**src/rtl/timer_sched_pkg.sv**
```systemverilog
// Shared definitions for the timer scheduler: timer register map, control/status
// bit positions, FSM state encoding and small helpers.
package timer_sched_pkg;

  localparam logic [7:0] ADDR_CTRL      = 8'h08;
  localparam logic [7:0] ADDR_STATUS    = 8'h09;
  localparam logic [7:0] ADDR_PRESCALER = 8'h0a;
  localparam logic [7:0] ADDR_TIMER     = 8'h0b;

  localparam int CTRL_START_BIT   = 0;
  localparam int CTRL_STOP_BIT    = 1;
  localparam int STATUS_READY_BIT = 0;

  // Requester index width; NUM_REQ never exceeds 4.
  localparam int PTR_W = 2;

  typedef enum logic [3:0] {
    IDLE,
    CHECK,
    STOP0,
    WR_PRESC,
    WR_TIMER,
    WR_START,
    SETTLE,
    POLL_WAIT,
    POLL,
    DONE,
    CANCEL
  } state_t;

  function automatic logic [31:0] ctrl_word(input int bit_pos);
    return 32'd1 << bit_pos;
  endfunction

  function automatic logic [PTR_W-1:0] onehot_idx(input logic [3:0] oh);
    logic [PTR_W-1:0] idx;
    idx = '0;
    for (int i = 0; i < 4; i++)
      if (oh[i]) idx = PTR_W'(i);
    return idx;
  endfunction

endpackage

```
**src/rtl/timer_sched_arb.sv**
```systemverilog
// Combinational requester picker: round-robin starting at rr_ptr, or fixed
// priority (lowest index wins) when TIMER_SCHED_FIXED_PRIO_EN is defined.
module timer_sched_arb
  import timer_sched_pkg::*;
#(
  parameter int NUM_REQ = 2
) (
  input  logic [NUM_REQ-1:0] req_valid,
`ifndef TIMER_SCHED_FIXED_PRIO_EN
  input  logic [PTR_W-1:0]   rr_ptr,
`endif
  output logic [NUM_REQ-1:0] grant
);

`ifdef TIMER_SCHED_FIXED_PRIO_EN
  assign grant = req_valid & (~req_valid + NUM_REQ'(1));
`else
  logic [NUM_REQ-1:0] hi_mask;
  logic [NUM_REQ-1:0] hi_req;

  always_comb begin
    hi_mask = '0;
    for (int i = 0; i < NUM_REQ; i++)
      hi_mask[i] = (i >= int'(rr_ptr));
  end

  assign hi_req = req_valid & hi_mask;

  // x & -x isolates the lowest set bit; with nothing at/after rr_ptr the search wraps to bit 0.
  assign grant = (hi_req != '0) ? (hi_req & (~hi_req + NUM_REQ'(1)))
                                : (req_valid & (~req_valid + NUM_REQ'(1)));
`endif

endmodule

```
**src/rtl/timer_sched.sv**
```systemverilog
// Shares one timer peripheral between NUM_REQ requesters by driving its register bus.
// Build option: TIMER_SCHED_FIXED_PRIO_EN selects fixed-priority arbitration instead of round-robin.
module timer_sched
  import timer_sched_pkg::*;
#(
  parameter int          NUM_REQ   = 2,
  parameter logic [31:0] PRESCALER = 32'd18000,
  parameter int          POLL_GAP  = 4
) (
  input  logic                  clk,
  input  logic                  reset_n,
  input  logic [NUM_REQ-1:0]    req_valid,
  input  logic [32*NUM_REQ-1:0] req_timeout,
  output logic [NUM_REQ-1:0]    req_grant,
  output logic [NUM_REQ-1:0]    req_done,
  output logic                  busy,
  output logic                  tmr_cs,
  output logic                  tmr_we,
  output logic [7:0]            tmr_address,
  output logic [31:0]           tmr_write_data,
  input  logic [31:0]           tmr_read_data,
  input  logic                  tmr_ready
);

  localparam logic [7:0] SETTLE_LAST = 8'd1;
  localparam logic [7:0] GAP_LAST    = 8'(POLL_GAP - 1);

  state_t             state_q, state_d;
  logic [7:0]         cnt_q;
  logic [31:0]        timeout_q;
  logic [31:0]        sel_timeout;
  logic [NUM_REQ-1:0] arb_grant;
  logic [NUM_REQ-1:0] grant_d;
  logic [NUM_REQ-1:0] done_d;
  logic               cs_d, we_d;
  logic [7:0]         addr_d;
  logic [31:0]        wdata_d;
  logic               acc_done;
  logic               cancel;
  logic               status_idle;
  logic               unused_rd;

  assign acc_done    = tmr_cs && tmr_ready;
  assign cancel      = (req_valid & req_grant) == '0;
  assign status_idle = tmr_read_data[STATUS_READY_BIT];
  assign unused_rd   = ^tmr_read_data;

`ifdef TIMER_SCHED_FIXED_PRIO_EN
  timer_sched_arb #(.NUM_REQ(NUM_REQ)) u_arb (
    .req_valid (req_valid),
    .grant     (arb_grant)
  );
`else
  logic [PTR_W-1:0] rr_q;
  logic [PTR_W-1:0] owner_idx;

  assign owner_idx = onehot_idx(4'(req_grant));

  timer_sched_arb #(.NUM_REQ(NUM_REQ)) u_arb (
    .req_valid (req_valid),
    .rr_ptr    (rr_q),
    .grant     (arb_grant)
  );

  // The pointer moves past the finishing owner so a waiting peer wins next.
  always_ff @(posedge clk or negedge reset_n) begin
    if (!reset_n)
      rr_q <= '0;
    else if (state_q == DONE || (state_q == CANCEL && acc_done))
      rr_q <= (owner_idx == PTR_W'(NUM_REQ - 1)) ? '0 : owner_idx + PTR_W'(1);
  end
`endif

  always_comb begin
    sel_timeout = '0;
    for (int i = 0; i < NUM_REQ; i++)
      if (arb_grant[i]) sel_timeout |= req_timeout[32*i +: 32];
  end

  always_comb begin
    state_d = state_q;
    case (state_q)
      IDLE:      if (req_valid != '0) state_d = CHECK;
      CHECK: begin
        if (acc_done) begin
          if (cancel)                state_d = CANCEL;
          else if (!status_idle)     state_d = STOP0;
          else if (timeout_q == '0)  state_d = DONE;
          else                       state_d = WR_PRESC;
        end
      end
      STOP0:     if (acc_done) state_d = cancel ? CANCEL : CHECK;
      WR_PRESC:  if (acc_done) state_d = cancel ? CANCEL : WR_TIMER;
      WR_TIMER:  if (acc_done) state_d = cancel ? CANCEL : WR_START;
      WR_START:  if (acc_done) state_d = cancel ? CANCEL : SETTLE;
      SETTLE: begin
        if (cancel)                   state_d = CANCEL;
        else if (cnt_q == SETTLE_LAST) state_d = POLL_WAIT;
      end
      POLL_WAIT: begin
        if (cancel)                state_d = CANCEL;
        else if (cnt_q == GAP_LAST) state_d = POLL;
      end
      POLL: begin
        if (acc_done) begin
          if (cancel)           state_d = CANCEL;
          else if (status_idle) state_d = DONE;
          else                  state_d = POLL_WAIT;
        end
      end
      DONE:      state_d = IDLE;
      CANCEL:    if (acc_done) state_d = IDLE;
      default:   state_d = IDLE;
    endcase
  end

  // Bus outputs are decoded from the next state and registered, so each access
  // holds steady for as long as its state lasts.
  always_comb begin
    cs_d    = 1'b0;
    we_d    = 1'b0;
    addr_d  = '0;
    wdata_d = '0;
    case (state_d)
      CHECK, POLL: begin
        cs_d   = 1'b1;
        addr_d = ADDR_STATUS;
      end
      STOP0, CANCEL: begin
        cs_d    = 1'b1;
        we_d    = 1'b1;
        addr_d  = ADDR_CTRL;
        wdata_d = ctrl_word(CTRL_STOP_BIT);
      end
      WR_PRESC: begin
        cs_d    = 1'b1;
        we_d    = 1'b1;
        addr_d  = ADDR_PRESCALER;
        wdata_d = PRESCALER;
      end
      WR_TIMER: begin
        cs_d    = 1'b1;
        we_d    = 1'b1;
        addr_d  = ADDR_TIMER;
        wdata_d = timeout_q;
      end
      WR_START: begin
        cs_d    = 1'b1;
        we_d    = 1'b1;
        addr_d  = ADDR_CTRL;
        wdata_d = ctrl_word(CTRL_START_BIT);
      end
      default: ;
    endcase
  end

  always_comb begin
    grant_d = req_grant;
    if (state_q == IDLE && state_d == CHECK)
      grant_d = arb_grant;
    else if (state_d == IDLE)
      grant_d = '0;
    done_d = (state_d == DONE) ? req_grant : '0;
  end

  always_ff @(posedge clk or negedge reset_n) begin
    if (!reset_n) begin
      state_q        <= IDLE;
      cnt_q          <= '0;
      req_grant      <= '0;
      req_done       <= '0;
      busy           <= 1'b0;
      tmr_cs         <= 1'b0;
      tmr_we         <= 1'b0;
      tmr_address    <= '0;
      tmr_write_data <= '0;
    end else begin
      state_q        <= state_d;
      cnt_q          <= (state_d == state_q) ? cnt_q + 8'd1 : 8'd0;
      req_grant      <= grant_d;
      req_done       <= done_d;
      busy           <= (state_d != IDLE);
      tmr_cs         <= cs_d;
      tmr_we         <= we_d;
      tmr_address    <= addr_d;
      tmr_write_data <= wdata_d;
    end
  end

  always_ff @(posedge clk) begin
    if (state_q == IDLE)
      timeout_q <= sel_timeout;
  end

endmodule

```
**config.mk**
```make
export PLATFORM = sky130hd
export DESIGN_NAME = timer_sched
export DESIGN_NICKNAME = d
export VERILOG_FILES = /design/src/rtl/timer_sched_pkg.sv /design/src/rtl/timer_sched_arb.sv /design/src/rtl/timer_sched.sv
export SDC_FILE = /design/constraint.sdc
export NUM_CORES = 1
export LEC_CHECK = 0
export CAP_MARGIN = 5
export CORE_MARGIN = 2
export CORE_UTILIZATION = 31
export DETAILED_ROUTE_END_ITERATION = 8
export GPL_TIMING_DRIVEN = 0
export HOLD_SLACK_MARGIN = 0.06
export PLACE_DENSITY = 0.67
export SLEW_MARGIN = 0
export SYNTH_ARGS = -nofsm -noshare
export SYNTH_HDL_FRONTEND = slang
export SYNTH_SLANG_ARGS = --single-unit
```
**constraint.sdc**
```tcl
create_clock -name clk -period 8.19 [get_ports clk]
set_input_delay 0.819 -clock clk [delete_from_list [all_inputs] [get_ports clk]]
set_output_delay 0.819 -clock clk [all_outputs]
set_load 0.005 [all_outputs]
```
==> results.md <==
- Crit path time final: between 3 and 4 ns
- DRC Markers: 0
- Starting density of the core: between 30% and 40%
- Top cells by count, synth: 55 x dfrtp_1, 33 x a22o_1, 32 x edfxtp_1, 26 x and2_1, 11 x nor3_1
- Ports: ~150
- Worst R2R Setup Slack: roughly 5.1 ns
- CP Class: register to register
- Initial antenna violation count: 0
- CTS Buf Count: 9
- Vias per inst: just under 5
- Max-cap violations: 0
- Vias in the first global route: approximately 2900
- R2R cell count: 10
- DR WL/cell: ~16 um
- Main flop type after synthesis: dfrtp_1
- Post-detailed-route count of antenna-violating nets: 0
- Core Footprint: 12010 um2
- Diode count: 0
- Syn-to-layout area delta: 43.31%
- # H-tree levels: 3
- Total grt overflow: 0
- Part of the cycle the worst path needs: a little under two fifths
- Post-CTS Setup Repair Bufs: 0
- Largest net degree at the start of global routing: 33
- Slew @ Worst Pin: 0.8208 ns
- Synth top area cells: dfrtp_1 36%, edfxtp_1 25%, a22o_1 7.6%, and2_1 4.3%, nor4_1 1.5%
- Crit-path max FO: 10
- Hold WC Path Type: input pin to async pin
- Via count: between 2000 and 3000
- Die ar.: 13240 um2
- Tot Pwr: between 1.5 and 2 mW
- Async SR Flop Fraction: a little over three fifths
- Final Setup Violations: 0
- DRT Pass-1 Iters: 6
- Final hold vios: 0
- Final slew viol count: 0
- Synth area leader: dfrtp_1
- Die height: 115.1 um
- Post-CTS sizing: 0
- Seq/Total Area, Yosys: around three fifths
- Share of cells above drive strength 1: 8.945%
- Most common cell in the netlist: dfrtp_1
- Placer congestion estimate: 0.8609
- Run status: complete, no violations
- Placed cell area: approximately 5200 um2
- Clk sinks: between 80 and 90
- Library cells used by synthesis: 55
- Worst setup EP type: register
- Crit path DAT: 3.33 ns
- Iter 0 DRT Violations: 140
- RSZ-0062 raised after global routing: false
- Global-route wire length before repair: roughly 14000 um
- Crit path required time: roughly 8.4 ns
- Pwr per Cell Area: about 290 nW/um2
- Post-synthesis cell area: around 3800 um2
- Synth Register Bits: 87
- Peak supply drop: ~0.13 mV
- Lkg Pwr: ~2.3 nW
- Critical path endpoint: tmr_write_data[10]
- Post-Syn Instances: between 300 and 400
- Fin area: 5482 um2
- Clock transition at path regs: about 0.060 ns
- Clock latency on the worst-skew pair: between 0.3 and 0.4 ns
- EDFF count, synth: 32
- Row count: 40
- CTS Buffer Depth: 2
- Clk root buf: clkbuf_16
- Number of I/O port buffers: 111
- CTS Hold Bufs: 0
- Placed insts: approximately 570
- Drt total wl: between 9000 and 10000 um
- Fmax: between 300 and 400 MHz
- Worst R2R Start: state_q[0]
- Synth top area share: around 36%
- Ys Warns: 0
- GR Util All Layers: ~14%
- Die Span X: between 100 and 150 um
- Hpwl dp: between 7000 and 8000 um
- Setup crit start: state_q[0]
- Layout Skew: 0.004659 ns
- Synthesized area per cell: 12.71 um2
- CTS tree: yes
- Slew Limit Headroom: between 40% and 50%
- Cell Count, Final, Fillers Out: 583
- Worst reg2reg path endpoint: tmr_write_data[10]
- Total Nets Final: about 530
- Setup TNS: 0 ns
- Startpoint types: register
## how the worst min path moves through the flow
stage                             start            endpoint  slack [ns]  cells past startpoint
after CTS                 timeout_q[17]  tmr_write_data[17]        0.48                      1
after floorplan           timeout_q[19]  tmr_write_data[19]        0.44                      1
after detailed placement  timeout_q[19]  tmr_write_data[19]        0.47                      1
final                           reset_n         req_done[0]        0.48                      1
after global routing      timeout_q[17]  tmr_write_data[17]        0.50                      1
after global placement    timeout_q[17]  tmr_write_data[17]        0.45                      1
## metrics by stage
| stage | setup slack (ns) | hold slack (ns) | utilization, % |
|---|---|---|---|
| 2_1_floorplan | 2.359 | 0.4445 | - |
| 3_3_place_gp | 0.2392 | 0.4525 | 42.75 |
| 3_5_place_dp | 4.773 | 0.4670 | 43.15 |
| 4_1_cts | 5.044 | 0.4793 | 45.64 |
| 5_1_grt | 4.805 | 0.4957 | 45.64 |
| 6_report | 5.082 | 0.4753 | 45.64 |
## cells in the final DEF, fill, tap and decap left out, drive strengths merged, types with 2 or more instances in the layout
| cell | instances |
|---|---|
| a211oi | 2 |
| a21boi | 2 |
| a21o | 6 |
| a21oi | 4 |
| a22o | 33 |
| a2bb2oi | 3 |
| a311o | 2 |
| a31o | 2 |
| and2 | 26 |
| and3 | 6 |
| and4 | 2 |
| buf | 19 |
| clkbuf | 19 |
| clkdlybuf4s50 | 110 |
| clkinvlp | 3 |
| conb | 5 |
| dfrtp | 55 |
| edfxtp | 32 |
| ha | 2 |
| inv | 6 |
| mux2i | 3 |
| nand2 | 6 |
| nand2b | 3 |
| nand3 | 7 |
| nand3b | 2 |
| nand4 | 2 |
| nor2 | 10 |
| nor3 | 11 |
| nor3b | 4 |
| nor4 | 10 |
| nor4bb | 2 |
| o21ai | 5 |
| o22ai | 2 |
| xnor2 | 5 |
| xor2 | 5 |
## power by group
group	total [mW]	switching [mW]	internal [mW]
Clock	0.404	0.166	0.238
Combinational	0.538	0.286	0.253
Sequential	0.629	0.0510	0.578
Total	1.57	0.503	1.07
## per-layer routing
metal  wire length (um)  up-vias  share of wire, %  global-route usage (%)
met5                  0        -                 0                       0
met4                160        0               1.7                   4.659
met2               4538      101                50                   24.31
li1                   -     1379                 -                       -
met1               3767     1400                41                   17.30
met3                691       15               7.5                   4.692
## flip-flops by register name, indices dropped and copies added (netlist names)
register and count:
rr_q 1, tmr_cs 1, tmr_we 1, req_grant 2, state_q 4, tmr_address 3, cnt_q 8, timeout_q 32
tmr_write_data 32, req_done 2, busy 1
## logic make-up (layout without fill, tap and decap cells)
family                   after synthesis  after routing  share of synthesized area, %
flip-flops                            87             87                         61.11
adder cells (fa/ha/maj)                2              2                        0.6541
buffers and inverters                 28            159                         4.252
other                                  1              5                       0.09804
AO/OA/AOI/OAI                         73             73                         15.34
XOR/XNOR                              10             10                         2.290
AND/OR/NAND/NOR                       97             97                         15.47
multiplexers                           3              3                        0.7851
## area by class of cell
type / instances / area (um2)
clock buffers: 10 / 229.0
fillers: 1124 / 6530
inverters: 5 / 18.77
well taps: 147 / 183.9
flip-flops and latches: 87 / 2337
multi-input cells: 190 / 1346
plain buffers: 23 / 143.9
clock inverters: 6 / 70.07
repair buffers: 115 / 1152
## worst max-delay path: stages (launching register included)
cell      delay, ns
dfrtp_1        0.46
clkbuf_1       0.27
nor4_2         0.79
buf_4          0.32
o21ai_0        0.21
o21a_1         0.22
nand3_1        0.11
buf_4          0.18
nor3b_4        0.08
buf_6          0.15
a21o_1         0.19
Note: power is estimated with default switching activity, not from simulation.
